`config.mk`:
```
export PLATFORM = sky130hd
export DESIGN_NAME = mem_stage_sram_ctrl_flat
export DESIGN_NICKNAME = d
export VERILOG_FILES = /design/src/rtl/mem_stage_sram_ctrl_pkg.sv /design/src/rtl/mem_stage_sram_ctrl_if.sv /design/src/rtl/mem_stage_sram_ctrl_sram_wait_counter.sv /design/src/rtl/mem_stage_sram_ctrl.sv /design/src/flat_wrapper.sv
export SDC_FILE = /design/constraint.sdc
export NUM_CORES = 1
export LEC_CHECK = 0
export BUFFER_PORTS_ARGS = -buffer_cell sky130_fd_sc_hd__buf_2
export CELL_PAD_IN_SITES_DETAIL_PLACEMENT = 0
export CELL_PAD_IN_SITES_GLOBAL_PLACEMENT = 2
export CORE_ASPECT_RATIO = 0.6
export CORE_MARGIN = 10
export CORE_UTILIZATION = 28
export DETAILED_ROUTE_END_ITERATION = 8
export GPL_TIMING_DRIVEN = 0
export PLACE_DENSITY_LB_ADDON = 0.1
export SLEW_MARGIN = 20
export SYNTH_ARGS = -nofsm -noshare
export SYNTH_HDL_FRONTEND = slang
export SYNTH_SLANG_ARGS = --single-unit
```
`constraint.sdc`:
```
create_clock -name clk -period 3.46 [get_ports clk]
set_clock_uncertainty 0.2 [all_clocks]
set_input_delay 0.692 -clock clk [delete_from_list [all_inputs] [get_ports clk]]
set_output_delay 0.692 -clock clk [all_outputs]
set_load 0.02 [all_outputs]
```
`src/rtl/mem_stage_sram_ctrl_pkg.sv`:
```
// Shared definitions for the memory-stage SRAM controller: FSM encoding and
// the default byte address at which SRAM word 0 is mapped.
package mem_stage_sram_ctrl_pkg;

  typedef enum logic [1:0] {
    IDLE = 2'd0,
    LOW  = 2'd1,
    HIGH = 2'd2,
    DONE = 2'd3
  } state_t;

  localparam int unsigned DEFAULT_BASE_ADDR = 1024;

endpackage

```
`src/rtl/mem_stage_sram_ctrl_if.sv`:
```
// Pipeline request/response and SRAM pad signals of the memory stage.
// The slave modport is the controller; the master modport is its environment.
interface mem_stage_sram_ctrl_if #(
  parameter int ADDR_W = 18
) ();

  logic              MEM_R_EN;
  logic              MEM_W_EN;
  logic [31:0]       ALU_result;
  logic [31:0]       ST_val;
  logic [31:0]       read_data;
  logic              ready;
  logic [ADDR_W-1:0] SRAM_ADDR;
  logic [15:0]       SRAM_DQ_out;
  logic [15:0]       SRAM_DQ_in;
  logic              SRAM_DQ_oe;
  logic              SRAM_WE_N;
  logic              SRAM_OE_N;

  modport slave (
    input  MEM_R_EN, MEM_W_EN, ALU_result, ST_val, SRAM_DQ_in,
    output read_data, ready, SRAM_ADDR, SRAM_DQ_out, SRAM_DQ_oe, SRAM_WE_N, SRAM_OE_N
  );

  modport master (
    output MEM_R_EN, MEM_W_EN, ALU_result, ST_val, SRAM_DQ_in,
    input  read_data, ready, SRAM_ADDR, SRAM_DQ_out, SRAM_DQ_oe, SRAM_WE_N, SRAM_OE_N
  );

endinterface

```
`src/rtl/mem_stage_sram_ctrl_sram_wait_counter.sv`:
```
// Loadable down-counter that flags the final cycle of an SRAM access phase.
// It stops at zero, so last stays high until the next load.
module sram_wait_counter #(
  parameter int W = 2
) (
  input  logic         clk,
  input  logic         rst,
  input  logic         load,
  input  logic [W-1:0] load_value,
  output logic         last
);

  logic [W-1:0] count;

  always_ff @(posedge clk or posedge rst) begin
    if (rst) begin
      count <= '0;
    end else if (load) begin
      count <= load_value;
    end else if (count != '0) begin
      count <= count - 1'b1;
    end
  end

  assign last = (count == '0);

endmodule

```
`src/rtl/mem_stage_sram_ctrl.sv`:
```
// Memory stage: turns 32-bit pipeline loads/stores into two halfword accesses
// on a 16-bit asynchronous SRAM, holding ready low until the access completes.
module mem_stage_sram_ctrl
  import mem_stage_sram_ctrl_pkg::*;
#(
  parameter int ADDR_W      = 18,
  parameter int WAIT_CYCLES = 2,
  parameter int BASE_ADDR   = DEFAULT_BASE_ADDR
) (
  input logic                 clk,
  input logic                 rst,
  mem_stage_sram_ctrl_if.slave bus
);

  localparam int CW = $clog2(WAIT_CYCLES + 1);
  localparam logic [CW-1:0] CNT_INIT = CW'(WAIT_CYCLES - 1);

  state_t            state;
  state_t            next_state;
  logic              req;
  logic              cnt_load;
  logic              cnt_last;
  logic [31:0]       offset;
  logic [ADDR_W-2:0] word_next;
  logic [ADDR_W-2:0] word_q;
  logic [15:0]       data_hi_q;
  logic              is_write;
  logic [31:0]       read_data_q;
  logic [ADDR_W-1:0] sram_addr_q;
  logic [15:0]       dq_out_q;
  logic              unused_offset_bits;

  assign req       = bus.MEM_R_EN | bus.MEM_W_EN;
  assign offset    = bus.ALU_result - 32'(BASE_ADDR);
  // Byte offset to word index; upper bits drop so out-of-range addresses wrap.
  assign word_next = offset[ADDR_W:2];
  assign unused_offset_bits = ^{offset[31:ADDR_W+1], offset[1:0]};

  sram_wait_counter #(.W(CW)) u_wait (
    .clk        (clk),
    .rst        (rst),
    .load       (cnt_load),
    .load_value (CNT_INIT),
    .last       (cnt_last)
  );

  always_ff @(posedge clk or posedge rst) begin
    if (rst) state <= IDLE;
    else     state <= next_state;
  end

  always_comb begin
    next_state = state;
    cnt_load   = 1'b0;
    case (state)
      IDLE: if (req) begin
        next_state = LOW;
        cnt_load   = 1'b1;
      end
      LOW: if (cnt_last) begin
        next_state = HIGH;
        cnt_load   = 1'b1;
      end
      HIGH: if (cnt_last) next_state = DONE;
      DONE: next_state = IDLE;
      default: next_state = IDLE;
    endcase
  end

  // Address and write data are registered one phase ahead so they are stable
  // for the whole halfword access and hold their value between accesses.
  always_ff @(posedge clk or posedge rst) begin
    if (rst) begin
      word_q      <= '0;
      data_hi_q   <= '0;
      is_write    <= 1'b0;
      read_data_q <= '0;
      sram_addr_q <= '0;
      dq_out_q    <= '0;
    end else begin
      case (state)
        IDLE: if (req) begin
          word_q      <= word_next;
          data_hi_q   <= bus.ST_val[31:16];
          is_write    <= bus.MEM_W_EN;
          sram_addr_q <= {word_next, 1'b0};
          dq_out_q    <= bus.ST_val[15:0];
        end
        LOW: if (cnt_last) begin
          if (!is_write) read_data_q[15:0] <= bus.SRAM_DQ_in;
          sram_addr_q <= {word_q, 1'b1};
          dq_out_q    <= data_hi_q;
        end
        HIGH: if (cnt_last && !is_write) read_data_q[31:16] <= bus.SRAM_DQ_in;
        default: ;
      endcase
    end
  end

  always_comb begin
    bus.ready      = (state == DONE) || (state == IDLE && !req);
    bus.SRAM_WE_N  = 1'b1;
    bus.SRAM_OE_N  = 1'b1;
    bus.SRAM_DQ_oe = 1'b0;
    if (state == LOW || state == HIGH) begin
      bus.SRAM_WE_N  = !is_write;
      bus.SRAM_DQ_oe = is_write;
      bus.SRAM_OE_N  = is_write;
    end
  end

  assign bus.SRAM_ADDR   = sram_addr_q;
  assign bus.SRAM_DQ_out = dq_out_q;
  assign bus.read_data   = read_data_q;

endmodule

```
`src/flat_wrapper.sv`:
```
// flat-port wrapper written by rule: the top's interface ports become plain ports
module mem_stage_sram_ctrl_flat import mem_stage_sram_ctrl_pkg::*;
#(
  parameter int ADDR_W      = 18,
  parameter int WAIT_CYCLES = 2,
  parameter int BASE_ADDR   = DEFAULT_BASE_ADDR
)
  (clk, rst, bus_MEM_R_EN, bus_MEM_W_EN, bus_ALU_result, bus_ST_val, bus_SRAM_DQ_in, bus_read_data, bus_ready, bus_SRAM_ADDR, bus_SRAM_DQ_out, bus_SRAM_DQ_oe, bus_SRAM_WE_N, bus_SRAM_OE_N);
  mem_stage_sram_ctrl_if #(.ADDR_W(ADDR_W)) bus_i ();
  input logic clk;
  input logic rst;
  input wire logic [$bits(bus_i.MEM_R_EN)-1:0] bus_MEM_R_EN;
  input wire logic [$bits(bus_i.MEM_W_EN)-1:0] bus_MEM_W_EN;
  input wire logic [$bits(bus_i.ALU_result)-1:0] bus_ALU_result;
  input wire logic [$bits(bus_i.ST_val)-1:0] bus_ST_val;
  input wire logic [$bits(bus_i.SRAM_DQ_in)-1:0] bus_SRAM_DQ_in;
  output wire logic [$bits(bus_i.read_data)-1:0] bus_read_data;
  output wire logic [$bits(bus_i.ready)-1:0] bus_ready;
  output wire logic [$bits(bus_i.SRAM_ADDR)-1:0] bus_SRAM_ADDR;
  output wire logic [$bits(bus_i.SRAM_DQ_out)-1:0] bus_SRAM_DQ_out;
  output wire logic [$bits(bus_i.SRAM_DQ_oe)-1:0] bus_SRAM_DQ_oe;
  output wire logic [$bits(bus_i.SRAM_WE_N)-1:0] bus_SRAM_WE_N;
  output wire logic [$bits(bus_i.SRAM_OE_N)-1:0] bus_SRAM_OE_N;
  assign bus_i.MEM_R_EN = bus_MEM_R_EN;
  assign bus_i.MEM_W_EN = bus_MEM_W_EN;
  assign bus_i.ALU_result = bus_ALU_result;
  assign bus_i.ST_val = bus_ST_val;
  assign bus_i.SRAM_DQ_in = bus_SRAM_DQ_in;
  assign bus_read_data = bus_i.read_data;
  assign bus_ready = bus_i.ready;
  assign bus_SRAM_ADDR = bus_i.SRAM_ADDR;
  assign bus_SRAM_DQ_out = bus_i.SRAM_DQ_out;
  assign bus_SRAM_DQ_oe = bus_i.SRAM_DQ_oe;
  assign bus_SRAM_WE_N = bus_i.SRAM_WE_N;
  assign bus_SRAM_OE_N = bus_i.SRAM_OE_N;
  mem_stage_sram_ctrl #(.ADDR_W(ADDR_W), .WAIT_CYCLES(WAIT_CYCLES), .BASE_ADDR(BASE_ADDR)) u_core (.clk(clk), .rst(rst), .bus(bus_i));
endmodule
```
Word level (Yosys, flattened, before mapping). Cells that the tools add are included.

Bits in read-only memories: 0. Bits of input ports: 84. Logic and storage cells: 53. RAM bits: 0. Bits in latches: 0. Register bits after elaboration: 104. Memories: 0.

Shift operators: 0. Div/mod/pow operators: 0. Multipliers: 0. $lt $le $gt $ge: 0. Muxes and demuxes: 18. Bitwise operators: 2. Eq/ne operators: 6. Add/sub/neg operators: 2. Reductions and logical operators: 16.

Operators with widths (count): $mux 18 (2); $pmux 18 s2 (1); $mux 16 (2); $pmux 16 s2 (1); $sub 19x11->19 const B (1); $mux 2 (5); $reduce_and 3->1 (3); $pmux 2 s4 (1); $ne 2x1->1 const B (3); $reduce_bool 2->1 (3); $mux 1 (5); $eq 2x2->1 const B (2); $logic_not 2->1 (2); $reduce_and 2->1 (2); $eq 2x1->1 const B (1); $logic_and 1x1->1 (2); $logic_not 1->1 (2); $logic_or 1x1->1 (2); $pmux 1 s2 (1); $sub 2x1->2 const B (1); $not 1->1 (1); $or 1x1->1 (1).

Logic depth before layout (Yosys ltp).
Depth after elaboration: 4. Gate-level depth with buffers: 9.

By module. A second synthesis with hierarchy kept.

Cells, all modules: 362. Area, all modules: 4584.4 sq um.

Modules (own cells, without submodules): mem_stage_sram_ctrl (times used 1, sequential area each 2552.4 sq um, area an instance 4456.8 sq um, cells an instance 349); sram_wait_counter (times used 1, sequential area each 50.0 sq um, area an instance 127.6 sq um, cells an instance 13).

Worst setup path before layout. Ideal clock, no wire load.

Path kind: flip-flop to output port. From: register u_core.state[0]. To: output bus_ready. Required time: 2568 ps. Stages on the path, launching flop included: 6. Slack: 1184 ps. Path buffers: 1. Data arrival time: 1384 ps. Path through: dfrtp_1 inv_1 ha_1 or3b_1 buf_2 nand2b_1.

Longest elaborated chain between the ends: 3. Elaborated cells between the ends (all ways): 4. Those cells by class: eq/ne: 1; reduce/logical: 3.

Ends and longest elaborated chain: start, declared (RTL line mem_stage_sram_ctrl.sv:18) `state_t state;`; start signal, assigned (RTL line mem_stage_sram_ctrl.sv:49) `else state <= next_state;`; $logic_not 2->1 (RTL line mem_stage_sram_ctrl.sv:101) `bus.ready = (state == DONE) || (state == IDLE && !req);`; $logic_and 1x1->1 (RTL line mem_stage_sram_ctrl.sv:101); $logic_or 1x1->1 (*) (RTL line mem_stage_sram_ctrl.sv:101); end, declared (RTL line flat_wrapper.sv:18) `output wire logic [$bits(bus_i.ready)-1:0] bus_ready;`.

Mark *: on every way between the ends. The rest lies on a longest branch, timed or not.

Worst setup path in the final report. Ends and elaborated chain as after synthesis.

==> impl_metrics.env <==
export IMPL_max_freq_ghz=0.3508
export IMPL_ys_async_sr_fraction_pct=100.0
export IMPL_cp_max_fo=8
export IMPL_drive_gt1_share_pct=45.84
export IMPL_post_route_period_util_pct=82.38
export IMPL_layout_nets=603
export IMPL_vias=3197
export IMPL_grt_use_met3_pct=5.826
export IMPL_ys_top_cells_by_area="dfrtp_1 (58%), mux2_2 (15%), mux2i_1 (5.4%), o21ai_0 (4.7%), nand2_1 (3.8%)"
export IMPL_worstPathArrival_ps=1960
export IMPL_rsz0062_at_grt="no"
export IMPL_layoutNonFillerInstCount=722
export IMPL_pin_count=154
export IMPL_cts_buffer_depth=2
export IMPL_area_growth_pct=30.40
export IMPL_gr_total_overflow=0
export IMPL_row_count=35
export IMPL_place_inst=704
export IMPL_grt_max_degree=32
export IMPL_syn_avg_cell_area_sq_um=12.45
export IMPL_drt_iter0_drc=194
export IMPL_cts_tree="done"
export IMPL_root_buffer="clkbuf_16"
export IMPL_worstSetupPathType="register to primary output"
export IMPL_status="complete, no violations"
export IMPL_power_total_mw=6.031
export IMPL_synth_most_common_cell="dfrtp_1"
export IMPL_power_density_nw_per_um2=1035
export IMPL_critPathLaunchType="register"
export IMPL_met1_usage_pct=16.04
export IMPL_yosys_top_cells_count="dfrtp_1 (104), mux2_2 (59), nand2_1 (45), o21ai_0 (42), mux2i_1 (24)"
export IMPL_cts_hold_buf=0
export IMPL_synthDominantCellAreaShare_pct=58.23
export IMPL_worst_pin_slew_ps=927.2
export IMPL_ys_warnings_count=0
export IMPL_synth_edf_count=0
export IMPL_ir_drop_mv=0.2909
export IMPL_crit_required_ps=2570
export IMPL_h_tree_depth=3
export IMPL_dieArea_sq_um=21580
export IMPL_initial_utilization_pct=28.83
export IMPL_firstDrtPassIters=4
export IMPL_hold_violations=0
export IMPL_track_usage_pct=12.22
export IMPL_syn_cell_area_sq_um=4469
export IMPL_wl_per_cell_um=18.05
export IMPL_grt_pass1_vias=3497
export IMPL_via_per_inst=4.428
export IMPL_yosysTopAreaCell="dfrtp_1"
export IMPL_syn_inst=359
export IMPL_synth_top_flop_cell="dfrtp_1"
export IMPL_hold_path_class="input pin to async pin"
export IMPL_end_kind="primary output"
export IMPL_syn_nets=450
export IMPL_antenna_found_initial=2
export IMPL_busiest_layer="met2"
export IMPL_dp_hpwl_um=10180
export IMPL_holdWs_ps=149.7
export IMPL_utilization_pct=37.59
export IMPL_routed_wl_um=13030
export IMPL_io_buffers=138
export IMPL_drtAntennaViolNets=0
export IMPL_cap_violations=0
export IMPL_cts_buffers=9
export IMPL_slew_headroom_pct=38.19
export IMPL_fin_tns_setup_ps=0
export IMPL_fillers=1585
export IMPL_leakage_nw=2.740
export IMPL_gp_congestion=0.7290
export IMPL_ys_ff_latch=104
export IMPL_setup_viol=0
export IMPL_die_h_um=117.9
export IMPL_clkLatencyLatePin_ps=350
export IMPL_fin_crit_ps=2850
export IMPL_clk_transition_reported_paths_ps=80
export IMPL_grt_util_met2_pct=17.73
export IMPL_drv_slew=0
export IMPL_grt_pass1_wl_um=20420
export IMPL_cts_sinks=104
export IMPL_seq_area_frac_synth_pct=58.23
export IMPL_coreArea_sq_um=15500
export IMPL_die_w_um=183.1
export IMPL_cts_setup_buffers=0
export IMPL_ys_types=30
export IMPL_drcViolationCount=0
export IMPL_cts_resized=0
-- layer usage --
| layer | part of all wire [%] | vias up |
|---|---|---|
| li1 | - | 1549 |
| met1 | 47 | 1543 |
| met2 | 43 | 95 |
| met3 | 9.5 | 10 |
| met4 | 0.81 | 0 |
| met5 | 0 | - |
-- power breakdown --
part | switching [mW] | internal, mW
clock | 0.491 | 0.576
combinational | 1.69 | 1.14
sequential | 0.296 | 1.84
total | 2.47 | 3.56
-- final cells by class --
type                       instances  area (sq um)  area share, %
tap                              203         254.0          4.358
clock buffer                       9         225.2          3.864
antenna                            2         5.005        0.08587
inverter                           9         37.54         0.6441
multi-input combinational        225          1718          29.48
clock inverter                     7         85.08          1.460
sequential                       104          2603          44.65
timing repair buffer             142         785.8          13.48
buffer                            21         115.1          1.975
-- sequential cells by signal (all words and copies together), names as in the netlist --
signal / count
u_core.state: 2
u_core.is_write: 1
u_core.bus.SRAM_DQ_out: 16
u_core.data_hi_q: 16
u_core.u_wait.count: 2
u_core.bus.SRAM_ADDR: 18
u_core.word_q: 17
u_core.bus.read_data: 32
-- cells by family after synthesis --
| group | share of synthesized area, % |
|---|---|
| AOI/OAI and AO/OA | 6.803 |
| xor gates and xnor gates | 1.372 |
| adders and majority gates | 1.960 |
| buffers and inverters | 3.331 |
| DFF | 58.23 |
| muxes | 20.24 |
| and+or+nand+nor | 8.062 |
-- cells in the final DEF (no fill, tap or decap), types with 2 or more instances in the layout --
master	n
buf_2	146
dfrtp_1	104
mux2_2	59
nand2_1	45
o21ai_0	42
mux2i_1	24
nor2_1	9
clkbuf_16	9
inv_1	8
xnor2_1	7
ha_1	7
clkbuf_1	5
nand2b_1	4
a21oi_1	4
clkbuf_2	3
and2_1	3
buf_6	3
clkinvlp_4	3
a32oi_1	3
diode_2	2
nor3b_1	2
nor4_4	2
nand3b_1	2
buf_1	2
o21ai_1	2
nand3_1	2
o211ai_1	2
inv_8	2
buf_12	2
buf_16	2
-- stage by stage --
stage	setup WS (ps)	instance area [sq um]
finish	609.7	5828
floorplan	1184	4473
global route	464.1	5823
CTS	571.4	5823
global placement	470.4	5418
detailed placement	886.9	5513
-- path summary, 6_finish.rpt --
path	startpoint	end	slack, ps	depth (start not counted)
worst max-delay path	u_core.state[0]$_DFFE_PP0P_	bus_ready	610	6
worst min-delay path	rst	u_core.word_q[14]$_DFFE_PP0P_	150	2
worst max register to register	u_core.state[1]$_DFFE_PP0P_	u_core.bus.read_data[6]$_DFFE_PP0P_	1030	8
worst min register to register	u_core.bus.SRAM_ADDR[7]$_DFFE_PP0P_	u_core.bus.SRAM_ADDR[7]$_DFFE_PP0P_	280	2
max in group asynchronous	rst	u_core.bus.read_data[28]$_DFFE_PP0P_	2020	5
min in group clk	u_core.bus.SRAM_ADDR[7]$_DFFE_PP0P_	u_core.bus.SRAM_ADDR[7]$_DFFE_PP0P_	280	2
-- critical path, cell delays in order, from the launching register on --
cell	delay, ps
dfrtp_1	400
inv_1	140
ha_1	270
or3b_1	360
buf_2	200
nand2b_1	90
buf_2	160
No activity file was read; power rests on OpenSTA's default activity.
